==> src/rtl/comparator_1_bit_gate_level_core.sv <==
// 1-bit magnitude comparator built from gate primitives, with registered
// one-hot result flags, a valid flag and saturating per-outcome counters.

// Saturating up-counter with synchronous clear; clear wins over increment.
module comparator_1_bit_gate_level_sat_cnt #(
  parameter int unsigned CNT_W = 8
) (
  input  logic             clk_i,
  input  logic             rst_i,
  input  logic             clr_i,
  input  logic             inc_i,
  output logic [CNT_W-1:0] cnt_o
);

  logic [CNT_W-1:0] cnt_q;
  logic [CNT_W-1:0] cnt_d;

  // Next count: clear, saturating increment, or hold.
  always_comb begin
    cnt_d = cnt_q;
    if (clr_i) begin
      cnt_d = '0;
    end else if (inc_i && (cnt_q != '1)) begin
      cnt_d = cnt_q + CNT_W'(1);
    end
  end

  // Count register, cleared asynchronously by reset.
  always_ff @(posedge clk_i or posedge rst_i) begin
    if (rst_i) begin
      cnt_q <= '0;
    end else begin
      cnt_q <= cnt_d;
    end
  end

  assign cnt_o = cnt_q;

endmodule

module comparator_1_bit_gate_level_core #(
  parameter int unsigned CNT_W = 8
) (
  input  logic             clk,
  input  logic             rst,
  input  logic             A,
  input  logic             B,
  input  logic             cnt_clr,
  output logic             A_equals_B,
  output logic             A_greater_B,
  output logic             A_less_B,
  output logic             out_valid,
  output logic [CNT_W-1:0] eq_count,
  output logic [CNT_W-1:0] gt_count,
  output logic [CNT_W-1:0] lt_count
);

  // Combinational outcome, gate primitives only.
  logic a_n;
  logic b_n;
  logic eq_c;
  logic gt_c;
  logic lt_c;

  not  g_a_n (a_n, A);
  not  g_b_n (b_n, B);
  xnor g_eq  (eq_c, A, B);
  and  g_gt  (gt_c, A, b_n);
  and  g_lt  (lt_c, a_n, B);

  logic eq_q;
  logic gt_q;
  logic lt_q;
  logic valid_q;

  // Sample the outcome every edge; valid latches high after the first edge.
  always_ff @(posedge clk or posedge rst) begin
    if (rst) begin
      eq_q    <= 1'b0;
      gt_q    <= 1'b0;
      lt_q    <= 1'b0;
      valid_q <= 1'b0;
    end else begin
      eq_q    <= eq_c;
      gt_q    <= gt_c;
      lt_q    <= lt_c;
      valid_q <= 1'b1;
    end
  end

  assign A_equals_B  = eq_q;
  assign A_greater_B = gt_q;
  assign A_less_B    = lt_q;
  assign out_valid   = valid_q;

  // Counters follow the combinational outcome so they advance on the same
  // edge that registers the matching flag.
  comparator_1_bit_gate_level_sat_cnt #(.CNT_W(CNT_W)) u_eq_cnt (
    .clk_i (clk),
    .rst_i (rst),
    .clr_i (cnt_clr),
    .inc_i (eq_c),
    .cnt_o (eq_count)
  );

  comparator_1_bit_gate_level_sat_cnt #(.CNT_W(CNT_W)) u_gt_cnt (
    .clk_i (clk),
    .rst_i (rst),
    .clr_i (cnt_clr),
    .inc_i (gt_c),
    .cnt_o (gt_count)
  );

  comparator_1_bit_gate_level_sat_cnt #(.CNT_W(CNT_W)) u_lt_cnt (
    .clk_i (clk),
    .rst_i (rst),
    .clr_i (cnt_clr),
    .inc_i (lt_c),
    .cnt_o (lt_count)
  );

endmodule

==> config.mk <==
export PLATFORM = sky130hd
export DESIGN_NAME = comparator_1_bit_gate_level_core
export DESIGN_NICKNAME = d
export VERILOG_FILES = /design/src/rtl/comparator_1_bit_gate_level_core.sv
export SDC_FILE = /design/constraint.sdc
export NUM_CORES = 1
export LEC_CHECK = 0
export ABC_AREA = 1
export CORE_MARGIN = 2
export CORE_UTILIZATION = 45
export DETAILED_ROUTE_END_ITERATION = 10
export MAX_ROUTING_LAYER = met4
export PLACE_DENSITY_LB_ADDON = 0.12
export SLEW_MARGIN = 15
export SYNTH_ARGS = -nofsm -noshare
export SYNTH_HDL_FRONTEND = slang
export SYNTH_SLANG_ARGS = --single-unit
==> constraint.sdc <==
create_clock -name clk -period 1.15 [get_ports clk]
set_input_delay 0.23 -clock clk [delete_from_list [all_inputs] [get_ports clk]]
set_output_delay 0.23 -clock clk [all_outputs]
set_load 0.005 [all_outputs]
* After elaboration in Yosys (flattened, before gate mapping)
Index checks and enable logic that the tools add are counted.
Operators by class: add/sub/neg operators 3, eq/ne operators 3, mux-type cells 6, bitwise operators 5, reductions and logical operators 6
Operator list (number):
- two-way mux 8 bit | 6
- adder 8 x 1 -> 8 bit, second input constant | 3
- != test 8 bit, second input constant | 3
- nonzero test 2 bit | 3
- logical AND 1 bit | 3
- bitwise AND 1 bit | 2
- NOT 1 bit | 2
- bitwise XNOR 1 bit | 1
Storage, ports and cells: flip-flop bits (word level) 28, input bits 5, output and inout port bits 28, logic and storage cells 30

* Longest topological paths before layout
Gate-level depths: netlist of run 1.
depth after elaboration 5, depth in mapped cells 9, gate-level depth less buffers 9

* Modules after synthesis
From an unflattened synthesis of run 1, not the netlist that was laid out.
Second synthesis, totals: cells, all modules 217, area total of the unflattened synthesis 1660.3 um2
Modules (own cells, without submodules):
- comparator_1_bit_gate_level_sat_cnt | times used 3, cells an instance 69, area an instance 506.7 um2
- comparator_1_bit_gate_level_core | times used 1, cells an instance 10, area an instance 140.1 um2

* Worst setup path before layout of run 1
OpenSTA, ideal clock, no wires.
path kind register -> register, start point reg u_lt_cnt.cnt_q[0], in the netlist u_lt_cnt.cnt_o[0], end point reg u_lt_cnt.cnt_q[7], in the netlist u_lt_cnt.cnt_o[7], library setup time 0.065 ns, data arrival time 1.214 ns, data required time 1.085 ns, setup slack -0.129 ns, cell stages (with the launch flop) 9, path buffers 0, path through dfrtp_1 ha_1 nand2_2 nor2_4 nand2_2 nand2_4 nor2_1 nand3_1 nand2_1
Between the ends: longest elaborated chain between the ends 3
Ends and longest elaborated chain:
- start, declared | RTL line 15 | logic [CNT_W-1:0] cnt_q;
- start signal, assigned | RTL line 33 | cnt_q <= cnt_d;
- adder 8 x 1 -> 8 bit or != test 8 bit (tied branches) | RTL line 24, 23
- two-way mux 8 bit or logical AND 1 bit (tied branches) | RTL line 23 | end else if (inc_i && (cnt_q != '1)) begin
- two-way mux 8 bit or nonzero test 2 bit (tied branches)
Several ways; a longest one is shown, not always the timed one. The select of a mux whose other input is x is not followed. A chain may end at the register's enable or synchronous reset.

* Final worst setup path of run 1
start point reg u_eq_cnt.cnt_q[1], in the netlist u_eq_cnt.cnt_o[1], end point reg u_eq_cnt.cnt_q[6], in the netlist u_eq_cnt.cnt_o[6]
Between the ends: longest elaborated chain between the ends 3
Ends and longest elaborated chain (RTL line):
- start, declared | 15
- start signal, assigned | 33
- adder 8 x 1 -> 8 bit or != test 8 bit (tied branches) | 24, 23
- two-way mux 8 bit or logical AND 1 bit (tied branches) | 23
- two-way mux 8 bit or nonzero test 2 bit (tied branches)
Several ways; a longest one is shown, not always the timed one. The select of a mux whose other input is x is not followed.

==> flow_metrics.tcl, run 1 <==
set metrics [dict create \
    cp_cell_sequence "buf_6, ha_4, nand2_4, nor2_4, nand2_2, nand2_4, nand2_4, inv_4, nand2_1, nand2_1" \
    cts.sinks 28 \
    fillCellCount 211 \
    insertion_delay_ns 0.34 \
    cts_tree "built" \
    setup_viol 31 \
    cp-start-kind "flip-flop" \
    wl_per_cell_um 14.1 \
    start_util 0.472 \
    cts_made_buffers 3 \
    port_buffers 32 \
    rsz0062_at_grt "yes" \
    period_minus_slack_ns 1.39 \
    crit_fanout 5 \
    wl_um 5050 \
    io_pins 33 \
    fmax_mhz 720 \
    grt_max_degree 29 \
    setup_ws_ns -0.239 \
    syn_nets 220 \
    critPathMaxStageDelay_ns 0.42 \
    final_area_mm2 0.00273 \
    power_mw 2.17 \
    slew_violations 0 \
    cap_violations 0 \
    final_net_count 322 \
    cp-end-kind "flip-flop" \
    vias 1769 \
    syn_area_per_cell_um2 7.50 \
    irDropWorstVdd_mv 0.609 \
    outcome "finished with violations" \
    hold_buffers 0 \
    worst_ep_required_time_ns 1.44 \
    diodes 0 \
    syn_area_mm2 0.00157 \
    gp_congestion 0.888 \
    utilization 0.819 \
    crit_top_cell "nand2_4" \
    fp-row-count 21 \
    placed_area_mm2 0.00224 \
    drive_gt1_frac 0.502 \
    die_h_um 63.1 \
    yosysUniqueCellTypes 28 \
    grt_pass1_wl_um 7930 \
    powerDensity_mw_per_mm2 796 \
    cts-root-buf "clkbuf_4" \
    htreeDepth 1 \
    fin_skew_ns 0.0101 \
    grt_antenna_before_repair 0 \
    fp.dieW_um 63.1 \
    dp_hpwl_um 2780 \
    grt_pass1_vias 1801 \
    drt_iter0_markers 124 \
    leakage_nw 1.46 \
    yosysSeqAreaShare 0.445 \
    clk_pin_slew_ns 0.17 \
    dr.pass1.iters 4 \
    die_area_mm2 0.00399 \
    hp-class "in2async" \
    synth_seq_cells 28 \
    synthCells 210 \
    arrival_ns 1.68 \
    cpMaxStageDelayCell "dfrtp_1" \
    ys_warn_count 0 \
    violations "setup timing" \
    fin_crit_sh 1.21 \
    viasPerCell 4.96 \
    hold_violations 0 \
    drtAntennaViolNets 0 \
    drc_errors 0 \
    grt_usage 0.257 \
    area_growth_syn_to_layout_pct 73.5 \
    coreArea_mm2 0.00334 \
    ctsLongestPathBuffers 2 \
    grt.overflow.total 0 \
    critPathKind "reg2reg" \
    final_cell_mix "51 x nand2_1, 51 x buf_4, 28 x dfrtp_1, 21 x nor2_1, 21 x buf_2" \
]
==> metal layers <==
layer  wire length, um  share of wire  track usage
met4                78          0.015       0.0778
met3               184          0.036       0.0304
met1              1930           0.38        0.277
met5                 0              0            -
met2              2850           0.57        0.489
==> sequential cells by signal, indices dropped and copies added, names as in the netlist <==
register / count
A_greater_B: 1
u_gt_cnt.cnt_o: 8
A_equals_B: 1
u_eq_cnt.cnt_o: 8
u_lt_cnt.cnt_o: 8
A_less_B: 1
out_valid: 1
==> critical path, delay by kind of cell, from the launching register on <==
family	cells	cell delay (ns)
fa+ha+maj	1	0.13
buf+inv	2	0.22
flops	1	0.42
simple gates	7	0.56
==> metrics by stage <==
stage	TNS, ns	setup WS, ns	hold WS (ns)	cells
6_report	-5.13	-0.239	0.204	357
5_1_grt	-7.05	-0.288	0.211	357
4_1_cts	-4.62	-0.197	0.213	352
3_5_place_dp	-9.40	-0.504	0.521	318
3_3_place_gp	-8.90	-0.450	0.517	318
2_1_floorplan	-0.929	-0.0766	0.295	210
==> path summary, 6_finish.rpt <==
check	startpoint	to	slack (ns)	cells after the start
max	u_eq_cnt.cnt_o[1]	u_eq_cnt.cnt_o[6]	-0.24	10
min	rst	out_valid	0.20	3
max reg2reg	u_eq_cnt.cnt_o[1]	u_eq_cnt.cnt_o[6]	-0.24	10
min reg2reg	u_gt_cnt.cnt_o[1]	u_gt_cnt.cnt_o[1]	0.62	3
max in group asynchronous	rst	u_eq_cnt.cnt_o[2]	0.77	3
min in group clk	A	A_less_B	0.46	3
==> synthesized netlist by cell type <==
master | n | area, um2
nor3b_1 | 1 | 7.51
mux2i_1 | 1 | 10.0
clkbuf_1 | 1 | 3.75
buf_2 | 1 | 5.00
nand3_1 | 21 | 105
nand4_1 | 2 | 12.5
xor2_1 | 2 | 17.5
inv_1 | 22 | 82.6
xnor2_1 | 2 | 17.5
clkinv_1 | 1 | 3.75
conb_1 | 1 | 3.75
a21oi_1 | 6 | 30.0
nor3_1 | 1 | 5.00
nor2_4 | 1 | 11.3
nand2_1 | 63 | 236
o21ai_1 | 2 | 10.0
a31oi_1 | 1 | 6.26
dfrtp_1 | 28 | 701
o21bai_1 | 1 | 7.51
clkinv_4 | 1 | 8.76
or2_2 | 2 | 12.5
nand2_2 | 6 | 37.5
nand2_4 | 2 | 22.5
nor2_1 | 24 | 90.1
ha_1 | 5 | 62.6
inv_2 | 2 | 7.51
o21ai_0 | 5 | 25.0
nor2_2 | 5 | 31.3
==> cell families (layout without fill, tap and decap cells) <==
family / after synthesis / count (layout) / share of synthesized area
XOR/XNOR: 4 / 4 / 0.0223
adder cells (fa/ha/maj): 5 / 5 / 0.0397
AND/OR/NAND/NOR: 128 / 128 / 0.363
other: 1 / 1 / 0.00238
buffers and inverters: 28 / 129 / 0.0707
AO/OA/AOI/OAI: 15 / 15 / 0.0501
multiplexers: 1 / 1 / 0.00636
flip-flops: 28 / 28 / 0.445
==> power breakdown <==
| part | switching [mW] | internal [mW] | total (mW) |
|---|---|---|---|
| sequential | 0.0200 | 1.02 | 1.04 |
| clock | 0.318 | 0.353 | 0.671 |
| combinational | 0.231 | 0.238 | 0.469 |
| total | 0.569 | 1.61 | 2.17 |
==> layout make-up <==
cell class | count | area, um2 | share of cell area
Clock inverter | 1 | 30.0 | 0.0110
Inverter | 26 | 108 | 0.0394
Multi-Input combinational cell | 154 | 1030 | 0.377
Clock buffer | 3 | 22.5 | 0.00825
Timing Repair Buffer | 99 | 782 | 0.286
Sequential cell | 28 | 701 | 0.257
Tap cell | 46 | 57.6 | 0.0211
==> repair_timing <==
action	CTS	global route
setup endpoints to repair	52	40
buffers inserted	31	8
resized for setup	157	26
pin swaps	20	15
Power figures use the tool's default switching activity.
==> inputs of run 2 (changes only) <==
--- a/config.mk
+++ b/config.mk
@@ -10,7 +10,7 @@
 export CORE_UTILIZATION = 45
 export DETAILED_ROUTE_END_ITERATION = 10
 export MAX_ROUTING_LAYER = met4
-export PLACE_DENSITY_LB_ADDON = 0.12
+export PLACE_DENSITY = 0.84
 export SLEW_MARGIN = 15
 export SYNTH_ARGS = -nofsm -noshare
 export SYNTH_HDL_FRONTEND = slang
==> flow_metrics.tcl, run 2 (synthesis gave the netlist of run 1 again) <==
set metrics [dict create \
    dp_slack_ns -0.538 \
    final_cell_mix "55 x nand2_1, 50 x buf_4, 28 x dfrtp_1, 23 x buf_2, 20 x nor2_1" \
    outcome "finished with violations" \
    vias 1784 \
    slew_violations 0 \
    cts_tree "built" \
    wl_um 5030 \
    fin_skew_ns 0.00990 \
    arrival_ns 1.62 \
    viasPerCell 5.07 \
    dr.pass1.iters 4 \
    drtAntennaViolNets 0 \
    grt_max_degree 29 \
    critPathKind "reg2reg" \
    fillCellCount 221 \
    drt_iter0_markers 82 \
    rsz0062_at_grt "yes" \
    fp.dieW_um 63.1 \
    wl_per_cell_um 14.3 \
    final_net_count 318 \
    insertion_delay_ns 0.34 \
    die_area_mm2 0.00399 \
    fmax_mhz 726 \
    diodes 0 \
    fp-row-count 21 \
    io_pins 33 \
    violations "setup timing" \
    irDropWorstVdd_mv 0.383 \
    worst_ep_required_time_ns 1.39 \
    hold_violations 0 \
    die_h_um 63.1 \
    finalSetupTns_ns -4.77 \
    ctsLongestPathBuffers 2 \
    hold_buffers 0 \
    fin_cells 352 \
    period_minus_slack_ns 1.38 \
    cp-end-kind "flip-flop" \
    start_util 0.472 \
    htreeDepth 1 \
    cts_made_buffers 3 \
    crit_fanout 5 \
    cts.sinks 28 \
    leakage_nw 1.42 \
    fin_crit_sh 1.20 \
    powerDensity_mw_per_mm2 721 \
    coreArea_mm2 0.00334 \
    setup_ws_ns -0.227 \
    setup_viol 31 \
    dp_hpwl_um 2760 \
    clk_pin_slew_ns 0.15 \
    layout.cells.most_common "nand2_1" \
    cp-start-kind "flip-flop" \
    area_growth_syn_to_layout_pct 67.3 \
    drive_gt1_frac 0.484 \
    port_buffers 32 \
    gp_congestion 0.864 \
    cap_violations 0 \
    drc_errors 0 \
    grt.overflow.total 0 \
    grt_pass1_vias 1755 \
    grt_usage 0.261 \
    grt_antenna_before_repair 0 \
    cts-root-buf "clkbuf_4" \
    grt_pass1_wl_um 7980 \
    hp-class "in2async" \
    dp.cells 312 \
    hold_slack_ns 0.225 \
]
-- run 2: path summary, 6_finish.rpt --
kind	cells after the start	endpoint	slack, ns	from
max	10	u_gt_cnt.cnt_o[0]	-0.23	u_gt_cnt.cnt_o[0]
min	3	u_lt_cnt.cnt_o[1]	0.22	rst
max reg2reg	10	u_gt_cnt.cnt_o[0]	-0.23	u_gt_cnt.cnt_o[0]
min reg2reg	3	u_eq_cnt.cnt_o[5]	0.61	u_eq_cnt.cnt_o[5]
max in group asynchronous	3	u_eq_cnt.cnt_o[7]	0.76	rst
min in group clk	2	A_less_B	0.32	B
-- run 2: per-layer routing --
layer / vias to the layer above / GRT usage / share of wire
li1: 850 / - / -
met1: 875 / 0.306 / 0.41
met2: 52 / 0.456 / 0.53
met3: 7 / 0.0393 / 0.042
met4: 0 / 0.0917 / 0.013
met5: - / - / 0
-- run 2: critical path, stage by stage (launching register included) --
cell and delay, ns:
dfrtp_1 0.40, buf_6 0.11, ha_4 0.13, nand2_4 0.06
nor2_4 0.11, nand2_2 0.07, nand2_2 0.08, nand2_4 0.08
buf_4 0.14, nand2_1 0.05, nand2_1 0.05
-- run 2: power by group --
group / switching, mW / leakage, nW / internal [mW] / total (mW)
registers: 0.0193 / 0.380 / 1.01 / 1.03
logic: 0.217 / 1.03 / 0.225 / 0.441
clock network: 0.299 / 0.0138 / 0.124 / 0.422
-- run 2: cell type report --
type	count	area (um2)	share of cell area
clock buffer	3	22.5	0.00855
inverter	26	108	0.0409
multi-input combinational	154	1010	0.385
sequential	28	701	0.266
tap	46	57.6	0.0219
timing repair buffer	95	731	0.277
-- run 2: through the flow --
step,cell area [um2],power (mW),utilization
floorplan,1610,1.19,-
global placement,2190,1.35,0.657
detailed placement,2190,1.36,0.657
CTS,2510,1.85,0.752
global route,2630,1.99,0.789
finish,2630,1.90,0.789
-- run 2: what timing repair did --
item	in CTS	in global routing
endpoints found under the setup margin	52	40
setup buffers	33	4
resized for setup	146	27
pin swaps	13	11
cloned	0	0
